## src/rtl/serial_subtractor_pkg.sv

```systemverilog
// Shared types and helpers for the bit-serial subtractor.
// State encoding and the iteration counter width.
package serial_subtractor_pkg;

   typedef enum logic [1:0] {
      IDLE,
      SHIFT,
      DONE
   } state_t;

   // Wide enough to hold w-1, never narrower than one bit.
   function automatic int cnt_width(input int w);
      return (w <= 2) ? 1 : $clog2(w);
   endfunction

endpackage

```

## src/rtl/full_subtractor_cell.sv

```systemverilog
// One-bit full subtractor: d = x - y - bin, bout = borrow out.
// Two half subtractor stages with their borrows OR-ed together.
module full_subtractor_cell (
   input  logic x,
   input  logic y,
   input  logic bin,
   output logic d,
   output logic bout
);

   logic hd;
   logic hb;
   logic hb2;

   // x - y first, then the incoming borrow is taken from that difference
   assign hd   = x ^ y;
   assign hb   = ~x & y;
   assign d    = hd ^ bin;
   assign hb2  = ~hd & bin;
   assign bout = hb | hb2;

endmodule

```

## src/rtl/serial_subtractor.sv

```systemverilog
// Bit-serial W-bit subtractor, LSB first, one bit per clock.
// Single full subtractor cell with its borrow held in a flop.
module serial_subtractor
   import serial_subtractor_pkg::*;
#(
   parameter int W = 8
) (
   input  logic         clk,
   input  logic         rst,
   input  logic         start,
   input  logic [W-1:0] a,
   input  logic [W-1:0] b,
   output logic         busy,
   output logic         done,
   output logic [W-1:0] diff,
   output logic         borrow_out
);

   localparam int CW = cnt_width(W);
   localparam logic [CW-1:0] LAST = CW'(W - 1);

   state_t        state;
   logic [W-1:0]  sa;
   logic [W-1:0]  sb;
   logic [W-1:0]  work;
   logic [W-1:0]  work_nx;
   logic [CW-1:0] cnt;
   logic          brw;
   logic          d;
   logic          bo;

   full_subtractor_cell u_cell (
      .x    (sa[0]),
      .y    (sb[0]),
      .bin  (brw),
      .d    (d),
      .bout (bo)
   );

   // New difference bit enters at the MSB; also covers W == 1.
   always_comb begin
      work_nx        = work >> 1;
      work_nx[W-1]   = d;
   end

   always_ff @(posedge clk or posedge rst) begin
      if (rst) begin
         state      <= IDLE;
         sa         <= '0;
         sb         <= '0;
         work       <= '0;
         cnt        <= '0;
         brw        <= 1'b0;
         busy       <= 1'b0;
         done       <= 1'b0;
         diff       <= '0;
         borrow_out <= 1'b0;
      end else begin
         case (state)
            IDLE: begin
               if (start) begin
                  sa    <= a;
                  sb    <= b;
                  cnt   <= '0;
                  brw   <= 1'b0;
                  busy  <= 1'b1;
                  state <= SHIFT;
               end
            end
            SHIFT: begin
               sa   <= sa >> 1;
               sb   <= sb >> 1;
               work <= work_nx;
               brw  <= bo;
               cnt  <= cnt + CW'(1);
               if (cnt == LAST) begin
                  diff       <= work_nx;
                  borrow_out <= bo;
                  done       <= 1'b1;
                  state      <= DONE;
               end
            end
            DONE: begin
               done  <= 1'b0;
               busy  <= 1'b0;
               state <= IDLE;
            end
            default: begin
               done  <= 1'b0;
               busy  <= 1'b0;
               state <= IDLE;
            end
         endcase
      end
   end

endmodule

```

## config.mk

```make
export PLATFORM = sky130hd
export DESIGN_NAME = serial_subtractor
export DESIGN_NICKNAME = d
export VERILOG_FILES = /design/src/rtl/serial_subtractor_pkg.sv /design/src/rtl/full_subtractor_cell.sv /design/src/rtl/serial_subtractor.sv
export SDC_FILE = /design/constraint.sdc
export NUM_CORES = 1
export LEC_CHECK = 0
export BUFFER_PORTS_ARGS = -buffer_cell sky130_fd_sc_hd__clkbuf_2
export CAP_MARGIN = 5
export CORE_MARGIN = 4
export CORE_UTILIZATION = 50
export CTS_BUF_LIST = sky130_fd_sc_hd__clkbuf_2
export CTS_CLUSTER_SIZE = 10
export DETAILED_ROUTE_END_ITERATION = 10
export GPL_ROUTABILITY_DRIVEN = 0
export HOLD_SLACK_MARGIN = 0.05
export PLACE_DENSITY = 0.85
export SYNTH_ARGS = -nofsm -noshare
export SYNTH_HDL_FRONTEND = slang
export SYNTH_HIERARCHICAL = 1
export SYNTH_SLANG_ARGS = --single-unit
```

## constraint.sdc

```tcl
create_clock -name clk -period 1.4 [get_ports clk]
set_input_delay 0.28 -clock clk [delete_from_list [all_inputs] [get_ports clk]]
set_output_delay 0.28 -clock clk [all_outputs]
set_load 0.03 [all_outputs]
```

==> flow_metrics.env <==
export IMPL_hold_depth=3
export IMPL_p_leak_nw=1.11
export IMPL_timing_final_crit_share_pct=96.4
export IMPL_ctsRootBufferMaster="clkbuf_2"
export IMPL_peakVddDrop_mv=0.808
export IMPL_htreeDepth=2
export IMPL_synth_commonest_cells="dfrtp_1 (40), nand2_1 (29), inv_1 (10), mux2_4 (9), o21ai_0 (9)"
export IMPL_synth_nets=184
export IMPL_wl_per_cell_microns=14.5
export IMPL_power_density_nw_per_um2=2170
export IMPL_io_buffers=29
export IMPL_critPathArrivalTime_ns=1.64
export IMPL_floorplan_initialDensity_pct=51.4
export IMPL_grt_util_all_layers_pct=15.6
export IMPL_grt_pass1_wl_mm=6.09
export IMPL_io_pins=30
export IMPL_synth_warnings=6
export IMPL_synth_flop_cell="dfrtp_1"
export IMPL_fin_crit_ns=1.35
export IMPL_cts_sinks=40
export IMPL_syn_avg_cell_area_sq_um=11.6
export IMPL_fillers=321
export IMPL_cp_slowest_cell="fa_1"
export IMPL_wl_mm=3.65
export IMPL_core_sq_um=3660
export IMPL_vias=1282
export IMPL_cp_cell_sequence="inv_1, fa_1, mux2_4"
export IMPL_endpoint_kind="register"
export IMPL_postSynthCellCount=162
export IMPL_power_total_mw=4.76
export IMPL_synth_top_cell_by_area="dfrtp_1"
export IMPL_drtIter0Drc=98
export IMPL_cp_start_kind="register"
export IMPL_post_dp_hpwl_mm=2.50
export IMPL_cts_max_path_buffers=2
export IMPL_timing_rr_end="diff[7]"
export IMPL_finClkSkew_ns=0.0202
export IMPL_grt_pass1_vias=1284
export IMPL_numCtsBuffers=5
export IMPL_worstSetupPathType="reg2reg"
export IMPL_hp_start="a[7]"
export IMPL_drv_slew=0
export IMPL_cap_violations=0
export IMPL_ys_seq_area_share_pct=53.2
export IMPL_via_per_inst=5.09
export IMPL_drc=0
export IMPL_fmax_mhz=741
export IMPL_tightest_slew_ns=0.498
export IMPL_fin_nets=225
export IMPL_dieArea_sq_um=4810
export IMPL_clkSlewWorstSetupHoldPaths_ns=0.18
export IMPL_hold_worst_slack_ns=0.0929
export IMPL_relSlewSlack_pct=66.8
export IMPL_dieHeight_microns=69.4
export IMPL_async_reset_ff_share_pct=100
export IMPL_path_max_fanout=3
export IMPL_synth_top_area_share_pct=53.2
export IMPL_area_growth_pct=16.5
export IMPL_setup_worst_path_start="sb[0]"
export IMPL_worstPathRequired_ns=1.69
export IMPL_r2r_start="sb[0]"
export IMPL_synth_edf_count=0
export IMPL_yosysMostFrequentCell="dfrtp_1"
export IMPL_core_rowCount=22
export IMPL_insertion_delay_ns=0.40
export IMPL_ys_types=30
export IMPL_dr_pass1_iters=4
export IMPL_r2r_setup_slack_ns=0.05
export IMPL_die_x_microns=69.4
export IMPL_crit_path_max_incr_delay_ns=0.51
export IMPL_synth_area_sq_um=1880
export IMPL_grt_max_degree=41
export IMPL_antenna_found_initial=0
export IMPL_rr_worst_depth=3
export IMPL_timing_setup_tns_ns=0
export IMPL_hold_viol=0
export IMPL_gr_total_overflow=0
export IMPL_drive_gt1_share_pct=35.3
export IMPL_synth_seq_cells=40
export IMPL_cts_tree="done"
export IMPL_rsz0062_at_grt="false"
export IMPL_ant_nets=0
export IMPL_min_to="sa[7]"
export IMPL_n_antenna_cell=0
export IMPL_min_path_type="in2reg"
export IMPL_final_setup_viol_count=0
export IMPL_synth_area_leaders="dfrtp_1 (53%), mux2_4 (7.2%), nand2_1 (5.8%)"
export IMPL_status="finished clean"
==> timing repair <==
item / in CTS / in global routing
endpoints found under the hold margin: 40 / 0
pin swaps: 0 / 0
buffers inserted: 0 / 2
hold buffers: 1 / 0
gates resized for setup: 1 / 2
gates cloned: 0 / 1
endpoints found under the setup margin: 9 / 17
==> kinds of logic (layout without fill, tap and decap cells) <==
group | Yosys count | count (layout) | synth area share [%]
adder cells (fa/ha/maj) | 3 | 3 | 2.39
AND/OR/NAND/NOR | 56 | 57 | 18.0
AO/OA/AOI/OAI | 35 | 35 | 13.6
flip-flops | 40 | 40 | 53.2
multiplexers | 9 | 9 | 7.18
buffers and inverters | 19 | 60 | 5.65
==> registers in the layout, summed over array words and instances (netlist names) <==
register,cells
diff,8
sa,8
sb,8
work,7
cnt,3
state,2
borrow_out,1
brw,1
busy,1
done,1
==> power by group <==
| part | internal, mW | total, mW | switching, mW |
|---|---|---|---|
| combinational | 1.04 | 2.24 | 1.20 |
| sequential | 1.69 | 2.04 | 0.353 |
| clock | 0.112 | 0.475 | 0.363 |
==> per-layer routing <==
metal / vias up / share of wire (%) / routed length (microns) / global-route usage [%]
met1: 607 / 47 / 1720 / 21.4
met5: - / 0 / 0 / 0
met4: 0 / 0.44 / 16 / 5.21
li1: 635 / - / - / -
met2: 38 / 47 / 1720 / 24.6
met3: 2 / 5.1 / 188 / 3.19
==> worst max path at each step <==
stage | to | slack (ns) | cells past startpoint
floorplan | borrow_out | 0.04 | 4
global placement | diff[2] | 0.03 | 4
detailed placement | diff[0] | -0.02 | 4
CTS | sb[1] | 0.001 | 4
global route | diff[6] | 0.01 | 4
finish | diff[7] | 0.05 | 3
==> critical path, delay by kind of cell (launching register included) <==
kind	cells	cell delay (ns)
adder cells (fa/ha/maj)	1	0.51
buffers and inverters	1	0.07
flip-flops	1	0.40
multiplexers	1	0.28
==> per-stage QoR <==
step	util [%]	std cells	area, sq um	setup WS, ns
after floorplan	-	162	1880	0.0380
after global placement	57.6	240	2110	0.0323
after detailed placement	57.6	240	2110	-0.0218
after CTS	59.0	249	2160	0.00147
after global routing	59.9	252	2190	0.0103
final	59.9	252	2190	0.0506
==> layout by cell type, fill, tap and decap left out, types with 2 or more instances in the layout <==
cell type / n
dfrtp_1: 39
clkbuf_2: 35
nand2_1: 29
inv_1: 10
buf_4: 10
mux2_4: 9
o21ai_0: 9
a21oi_1: 7
nand2b_1: 7
a221o_1: 5
nor3b_2: 4
o22a_1: 4
nor2b_1: 3
nor3b_1: 3
a221oi_1: 3
a22o_1: 3
nor2_1: 2
nand3b_1: 2
o221a_2: 2
clkinv_2: 2
==> cell type report <==
| type | instances | area [sq um] | area share, % |
|---|---|---|---|
| clock buffer | 5 | 25.0 | 1.14 |
| clock inverter | 3 | 13.8 | 0.627 |
| inverter | 10 | 37.5 | 1.71 |
| multi-input combinational | 104 | 800 | 36.5 |
| sequential | 40 | 1000 | 45.7 |
| tap | 48 | 60.1 | 2.74 |
| timing repair buffer | 42 | 255 | 11.6 |
Note: power is estimated with default switching activity, not from simulation.
